<file path="src/rtl/romix_seq_ctrl_if.sv">
// Handshake bundle between the ROMix sequencer, its scratchpad and the BlockMix core.
// master = sequencer side, slave = memory/BlockMix/host side.
interface romix_seq_ctrl_if #(parameter int N_LOG2 = 10) ();
  logic                start;
  logic                mem_ready;
  logic                bm_done;
  logic [N_LOG2-1:0]   j_in;
  logic                mem_we;
  logic                mem_re;
  logic [N_LOG2+4:0]   mem_addr;
  logic                bm_start;
  logic                phase;
  logic                busy;
  logic                done;

  modport master (
    input  start, mem_ready, bm_done, j_in,
    output mem_we, mem_re, mem_addr, bm_start, phase, busy, done
  );

  modport slave (
    output start, mem_ready, bm_done, j_in,
    input  mem_we, mem_re, mem_addr, bm_start, phase, busy, done
  );
endinterface

</file>
<file path="src/rtl/romix_seq_ctrl.sv">
// ROMix sequencer: fills N scratchpad blocks, then reads N data-dependent blocks,
// launching BlockMix after every 32-word block transfer.
//
// state   | meaning
// IDLE    | waiting for start
// WR_XFER | writing block it, word wd, to the scratchpad
// WR_MIX  | BlockMix running on the block just written
// RD_XFER | reading block jl, word wd, from the scratchpad
// RD_MIX  | BlockMix running on the block just read
// DONE    | one-cycle completion pulse
module romix_seq_ctrl #(
  parameter int N_LOG2 = 10
) (
  input  logic             clk,
  input  logic             reset,
  romix_seq_ctrl_if.master bus
);

  typedef enum logic [2:0] {
    IDLE    = 3'd0,
    WR_XFER = 3'd1,
    WR_MIX  = 3'd2,
    RD_XFER = 3'd3,
    RD_MIX  = 3'd4,
    DONE    = 3'd5
  } state_t;

  localparam logic [N_LOG2-1:0] IT_LAST = '1;

  state_t            state, state_nxt;
  logic [4:0]        wd, wd_nxt;
  logic [N_LOG2-1:0] it, it_nxt;
  logic [N_LOG2-1:0] jl, jl_nxt;
  // High only in the first cycle of a MIX visit; doubles as bm_start and masks bm_done.
  logic              mix_first, mix_first_nxt;

  always_ff @(posedge clk or posedge reset) begin
    if (reset) begin
      state     <= IDLE;
      wd        <= '0;
      it        <= '0;
      jl        <= '0;
      mix_first <= 1'b0;
    end else begin
      state     <= state_nxt;
      wd        <= wd_nxt;
      it        <= it_nxt;
      jl        <= jl_nxt;
      mix_first <= mix_first_nxt;
    end
  end

  always_comb begin
    state_nxt     = state;
    wd_nxt        = wd;
    it_nxt        = it;
    jl_nxt        = jl;
    mix_first_nxt = 1'b0;
    bus.mem_we    = 1'b0;
    bus.mem_re    = 1'b0;
    bus.mem_addr  = '0;
    bus.done      = 1'b0;
    bus.bm_start  = mix_first;
    bus.busy      = (state != IDLE);
    bus.phase     = (state == RD_XFER) || (state == RD_MIX) || (state == DONE);

    case (state)
      IDLE: begin
        if (bus.start) begin
          state_nxt = WR_XFER;
          wd_nxt    = '0;
          it_nxt    = '0;
        end
      end
      WR_XFER: begin
        bus.mem_we   = 1'b1;
        bus.mem_addr = {it, wd};
        if (bus.mem_ready) begin
          wd_nxt = wd + 5'd1;
          if (wd == 5'd31) begin
            state_nxt     = WR_MIX;
            mix_first_nxt = 1'b1;
          end
        end
      end
      WR_MIX: begin
        if (!mix_first && bus.bm_done) begin
          if (it == IT_LAST) begin
            state_nxt = RD_XFER;
            it_nxt    = '0;
            jl_nxt    = bus.j_in;
          end else begin
            state_nxt = WR_XFER;
            it_nxt    = it + 1'b1;
          end
        end
      end
      RD_XFER: begin
        bus.mem_re   = 1'b1;
        bus.mem_addr = {jl, wd};
        if (bus.mem_ready) begin
          wd_nxt = wd + 5'd1;
          if (wd == 5'd31) begin
            state_nxt     = RD_MIX;
            mix_first_nxt = 1'b1;
          end
        end
      end
      RD_MIX: begin
        if (!mix_first && bus.bm_done) begin
          if (it == IT_LAST) begin
            state_nxt = DONE;
          end else begin
            state_nxt = RD_XFER;
            it_nxt    = it + 1'b1;
            jl_nxt    = bus.j_in;
          end
        end
      end
      DONE: begin
        bus.done  = 1'b1;
        state_nxt = IDLE;
      end
      default: state_nxt = IDLE;
    endcase
  end

endmodule

</file>
<file path="src/flat_wrapper.sv">
// flat-port wrapper written by rule: the top's interface ports become plain ports
module romix_seq_ctrl_flat 
#(
  parameter int N_LOG2 = 10
)
  (clk, reset, bus_start, bus_mem_ready, bus_bm_done, bus_j_in, bus_mem_we, bus_mem_re, bus_mem_addr, bus_bm_start, bus_phase, bus_busy, bus_done);
  romix_seq_ctrl_if #(.N_LOG2(N_LOG2)) bus_i ();
  input  logic clk;
  input  logic reset;
  input wire logic [$bits(bus_i.start)-1:0] bus_start;
  input wire logic [$bits(bus_i.mem_ready)-1:0] bus_mem_ready;
  input wire logic [$bits(bus_i.bm_done)-1:0] bus_bm_done;
  input wire logic [$bits(bus_i.j_in)-1:0] bus_j_in;
  output wire logic [$bits(bus_i.mem_we)-1:0] bus_mem_we;
  output wire logic [$bits(bus_i.mem_re)-1:0] bus_mem_re;
  output wire logic [$bits(bus_i.mem_addr)-1:0] bus_mem_addr;
  output wire logic [$bits(bus_i.bm_start)-1:0] bus_bm_start;
  output wire logic [$bits(bus_i.phase)-1:0] bus_phase;
  output wire logic [$bits(bus_i.busy)-1:0] bus_busy;
  output wire logic [$bits(bus_i.done)-1:0] bus_done;
  assign bus_i.start = bus_start;
  assign bus_i.mem_ready = bus_mem_ready;
  assign bus_i.bm_done = bus_bm_done;
  assign bus_i.j_in = bus_j_in;
  assign bus_mem_we = bus_i.mem_we;
  assign bus_mem_re = bus_i.mem_re;
  assign bus_mem_addr = bus_i.mem_addr;
  assign bus_bm_start = bus_i.bm_start;
  assign bus_phase = bus_i.phase;
  assign bus_busy = bus_i.busy;
  assign bus_done = bus_i.done;
  romix_seq_ctrl #(.N_LOG2(N_LOG2)) u_core (.clk(clk), .reset(reset), .bus(bus_i));
endmodule
</file>
<file path="config.mk">
export PLATFORM = sky130hd
export DESIGN_NAME = romix_seq_ctrl_flat
export DESIGN_NICKNAME = d
export VERILOG_FILES = /design/src/rtl/romix_seq_ctrl_if.sv /design/src/rtl/romix_seq_ctrl.sv /design/src/flat_wrapper.sv
export SDC_FILE = /design/constraint.sdc
export NUM_CORES = 1
export LEC_CHECK = 0
export ABC_CLOCK_PERIOD_IN_PS = 2300
export CAP_MARGIN = 10
export CORE_MARGIN = 1
export CORE_UTILIZATION = 51
export DETAILED_ROUTE_END_ITERATION = 12
export GPL_TIMING_DRIVEN = 0
export HOLD_SLACK_MARGIN = 0.15
export PLACE_DENSITY_LB_ADDON = 0.25
export SLEW_MARGIN = 20
export SYNTH_ARGS = -nofsm -noshare
export SYNTH_HDL_FRONTEND = slang
export SYNTH_SLANG_ARGS = --single-unit
</file>
<file path="constraint.sdc">
create_clock -name clk -period 2.3 [get_ports clk]
set_input_delay 0.23 -clock clk [delete_from_list [all_inputs] [get_ports clk]]
set_output_delay 0.23 -clock clk [all_outputs]
set_load 0.02 [all_outputs]
</file>
### Word-level counts from Yosys, hierarchy flattened

Cells that the tools add are included.

* output and inout port bits: 21
* register bits after elaboration: 29
* logic and storage cells: 69

* add/subtract/negate cells: 2
* mux-type cells: 31
* equality and inequality tests: 17
* reductions and logical operators: 14

Operators by type and width (count)
* two-way mux 10 bit: 9
* case mux 10 bit (3 select lines): 1
* case mux 15 bit (2 select lines): 1
* two-way mux 3 bit: 8
* case mux 10 bit (2 select lines): 1
* case mux 3 bit (5 select lines): 1
* != test 2 bit (second input constant): 6
* adder 10 x 1 -> 10 bit (second input constant): 1
* == test 10 bit (second input constant): 1
* two-way mux 5 bit: 2
* case mux 5 bit (2 select lines): 1
* AND reduction 5 bit: 2
* != test 2 x 1 -> 1 bit (second input constant): 4
* AND reduction 7 bit: 1
* == test 3 x 2 -> 1 bit (second input constant): 2
* == test 3 bit (second input constant): 2
* two-way mux 1 bit: 6
* nonzero test 3 bit: 2
* adder 5 x 1 -> 5 bit (second input constant): 1
* == test 5 bit (second input constant): 1
* nonzero test 2 bit: 2
* == test 3 x 1 -> 1 bit (second input constant): 1
* zero test 3 bit: 1
* AND reduction 3 bit: 1
* 5 further kinds: 6

### Depth between registers and ports, before layout

* depth after elaboration: 4
* gate-level depth with buffers: 7
* gate-level depth less buffers: 6

### Least setup slack after synthesis

Ideal clock, no wire load.

* path type: register to register
* start point: reg u_core.it[0]
* end point: reg u_core.jl[0]
* setup time: 0.125 ns
* slack: 0.493 ns
* clock period less this slack: 1.807 ns
* path buffers: 2
* stages on the path, launching flop included: 8
* arrival time: 1.682 ns
* cell sequence: dfrtp_1 ha_1 and3_2 buf_4 nand4_1 a211o_1 buf_6 mux2_4

* longest elaborated chain between the ends: 3
* elaborated cells on any way between the ends: 4

RTL lines
* start, declared: line romix_seq_ctrl.sv:32 `logic [N_LOG2-1:0] it, it_nxt;`
* start signal, assigned: line romix_seq_ctrl.sv:47 `it <= it_nxt;`
* == test 10 bit *: line romix_seq_ctrl.sv:88, romix_seq_ctrl.sv:111
* != test 2 x 1 -> 1 bit (no line) / != test 2 bit (equally long branches)
* AND reduction 5 bit (no line) *
* end signal, assigned: line romix_seq_ctrl.sv:48 `jl <= jl_nxt;`
* end, declared: line romix_seq_ctrl.sv:33 `logic [N_LOG2-1:0] jl, jl_nxt;`

Mark *: on every way between the ends. The rest lies on a longest branch, timed or not.
A chain may end at the register's enable or synchronous reset.

### Worst setup path after layout

* start point: reg u_core.state[1]
* end point: out bus_busy

* longest elaborated chain between the ends: 1

RTL lines
* start, declared: line romix_seq_ctrl.sv:30 `state_t state, state_nxt;`
* start signal, assigned: line romix_seq_ctrl.sv:45 `state <= state_nxt;`
* nonzero test 3 bit: line romix_seq_ctrl.sv:64 `bus.busy = (state != IDLE);`
* end, declared: line flat_wrapper.sv:19 `output wire logic [$bits(bus_i.busy)-1:0] bus_busy;`

Every way passes these cells.

==> results.ini <==
[global_routing]
antenna_found_initial = 0
gr-total-overflow = 0
grt_usage_pct = 24.30
grt_start_max_net_pins = 30
grt_pass1_vias = 1540
grt_pass1_wl_um = 6748

[worst_setup_path]
critPathCaptureType = output pin
required_ns = 2.07
r2r_end = u_core.jl[8]
rr_worst_depth = 7
r2r_slack_ns = 0.27
startpoint = u_core.state[1]
arrival_ns = 1.95
path_max_fanout = 19
crit_end = bus_busy
r2r-start = u_core.it[0]
startpoint_type = flop
timing_worst_setup_path_type = flop to output pin

[placement]
port_buffers = 35
routabilityCongestion = 0.8783
post-dp-hpwl_um = 2842
dpl_cell_area_um2 = 2236

[timing]
finClkSkew_ns = 0.007743
relSlewSlack_pct = 56.15
post-route-period-util_pct = 94.74
setup_viol = 0
finalHoldViolCount = 0
period_needed_ns = 2.179
whs_ns = 0.2859
fin_setup_tns_ns = 0
grt_setup_unrepaired = no
max_freq_mhz = 458.9
tightest_slew_ns = 0.6538
slew_violations = 0

[cts]
cts_sinks = 29
post_cts_buffers = 0
clkLatencyLatePin_ns = 0.33
cts.path.max_buffers = 2
numCtsBuffers = 5
clockRootBuffer = clkbuf_4
ctsHoldBuffers = 0
htree_levels = 2
cts_tree = built
clk_pin_slew_ns = 0.09

[job]
max_cap_violations = 0

[yosys]
synthArstFlopShare_pct = 100.0
synth_top_family_by_area = simple AND/OR/NAND/NOR gates
syn-num-nets = 203
syn_avg_cell_area_um2 = 9.881
synth_edf_count = 0
synth.area.mux_share_pct = 14.85
ys_warn_count = 0
synth_xor_area_share_pct = 0.9582
syn_inst = 185
synthTopCellsByArea = dfrtp_1, mux2_4, mux2i_1
synth_top_area_share_pct = 39.70
synth_top_cell_by_area = dfrtp_1
ys_seq_elements = 29
synthSimpleGateAreaFrac_pct = 25.19
synthAdderAreaFrac_pct = 2.053
synth_compound_area_share_pct = 12.59
synth-seq-area-share_pct = 39.70
netlist_area_um2 = 1828
dominantRegCellSynth = dfrtp_1
synthDistinctLibCells = 48

[pwr]
peakVddDrop_mv = 0.7164
pwr-share-clk_pct = 13.4
comb_power_share_pct = 53.3
p_seq_share_pct = 33.3
swShare_pct = 41.79
p_per_area_nw_per_um2 = 1023
p_int_mw = 1.381
p_switching_mw = 0.9912
p_leak_nw = 1.117

[route]
drt_iter0_markers = 66
ant_nets = 0
post_drt_via_cell_ratio = 5.776
firstDrtPassIters = 4
wirelength_um = 4049
drc = 0
routedWlPerCell_um = 14.89
num_vias = 1571

[floorplan]
initial_core_util_pct = 53.93
io-pin-count = 36
die_w_um = 61.87
die_h_um = 61.87
dieArea_um2 = 3828
rows = 21
core_area_um2 = 3390

[layout]
antenna_cells = 0
layout_common_cells = dfrtp_1, clkdlybuf4s50_1, nor2_1
nFillCells = 271
final_common_cell = dfrtp_1
post-route-util_pct = 68.44
layout.area.seq_um2 = 725.7
nets = 244
multi_input_area_um2 = 1025
drive_above_1_share_pct = 15.93
area_growth_pct = 26.90
stdcell_area_um2 = 2320

[min_path]
min_path_type = primary input to async pin

[run_status]
outcome = finished, final reports clean

==> synthesized netlist by cell type (2+ instances only) <==
| cell type | n |
|---|---|
| o221ai_1 | 4 |
| nor2b_1 | 4 |
| o22ai_1 | 2 |
| a22o_1 | 3 |
| dfrtp_1 | 29 |
| a21oi_1 | 2 |
| and2_1 | 9 |
| xnor2_1 | 2 |
| nor3b_1 | 2 |
| ha_1 | 3 |
| and3_2 | 2 |
| buf_4 | 3 |
| a31oi_1 | 3 |
| nor3_1 | 5 |
| nand4_1 | 4 |
| a211o_1 | 2 |
| mux2_4 | 10 |
| nand3_1 | 10 |
| mux2i_1 | 11 |
| nand3b_1 | 2 |
| buf_1 | 2 |
| nand2b_1 | 5 |
| and3_1 | 2 |
| buf_2 | 2 |
| or2_2 | 2 |
| nand2_1 | 7 |
| nor2_1 | 16 |
| o21ai_0 | 9 |
| inv_1 | 9 |
==> kinds of logic after synthesis <==
kind of cell | after synthesis
adders and majority gates | 3
AOI/OAI and AO/OA | 33
DFF | 29
and+or+nand+nor | 79
xor gates and xnor gates | 2
muxes | 22
buffers and inverters | 17
==> power groups by stage <==
stage | Combinational [mW] | Sequential (mW) | Clock (mW)
final | 1.26 | 0.791 | 0.317
after global routing | 1.39 | 0.813 | 0.347
after CTS | 1.29 | 0.787 | 0.327
after detailed placement | 1.28 | 0.796 | 0
after global placement | 1.25 | 0.785 | 0
after floorplan | 0.819 | 0.752 | 0
==> worst min path at each step <==
| stage | cells past startpoint | slack [ns] | to |
|---|---|---|---|
| after floorplan | 1 | 0.31 | u_core.bus.bm_start |
| after global placement | 1 | 0.49 | u_core.jl[1] |
| after detailed placement | 1 | 0.50 | u_core.jl[6] |
| after CTS | 2 | 0.50 | u_core.jl[9] |
| after global routing | 2 | 0.34 | u_core.jl[8] |
| final | 2 | 0.29 | u_core.jl[8] |
==> sequential cells by signal (all words and copies together), names as in the netlist <==
name                 count
u_core.jl               10
u_core.wd                5
u_core.state             3
u_core.it               10
u_core.bus.bm_start      1
==> stage by stage <==
| step | power (mW) | setup slack (ns) | std cells |
|---|---|---|---|
| 2_1_floorplan | 1.571 | 0.4928 | 185 |
| 3_3_place_gp | 2.040 | 0.3140 | 266 |
| 3_5_place_dp | 2.075 | 0.2871 | 266 |
| 4_1_cts | 2.402 | 0.01942 | 272 |
| 5_1_grt | 2.550 | 0.04452 | 272 |
| 6_report | 2.372 | 0.1210 | 272 |
==> cell type report <==
cell class	count	area share [%]
clock buffer	7	2.373
tap	46	2.481
buffer	7	2.104
sequential	29	31.28
multi-input combinational	139	44.17
timing repair buffer	35	16.13
inverter	9	1.456
==> what timing repair did <==
| action | CTS | global route |
|---|---|---|
| endpoints found under the hold margin | 0 | 0 |
| gates resized for setup | 4 | 11 |
| setup endpoints to repair | 13 | 13 |
==> per-layer routing <==
metal  wire, um  share of wire, %  vias up  GRT usage (%)
li1           -                 -      753              -
met1       1870                46      759          30.22
met2       1935                48       50          39.78
met3        168               4.1        9          4.969
met4         75               1.9        0          13.02
met5          0                 0        -              0
==> critical path, stage by stage, from the launching register on <==
cell	delay (ns)
dfrtp_1	0.43
buf_4	0.24
or3_1	0.39
clkdlybuf4s50_1	0.55
Power figures use the tool's default switching activity.
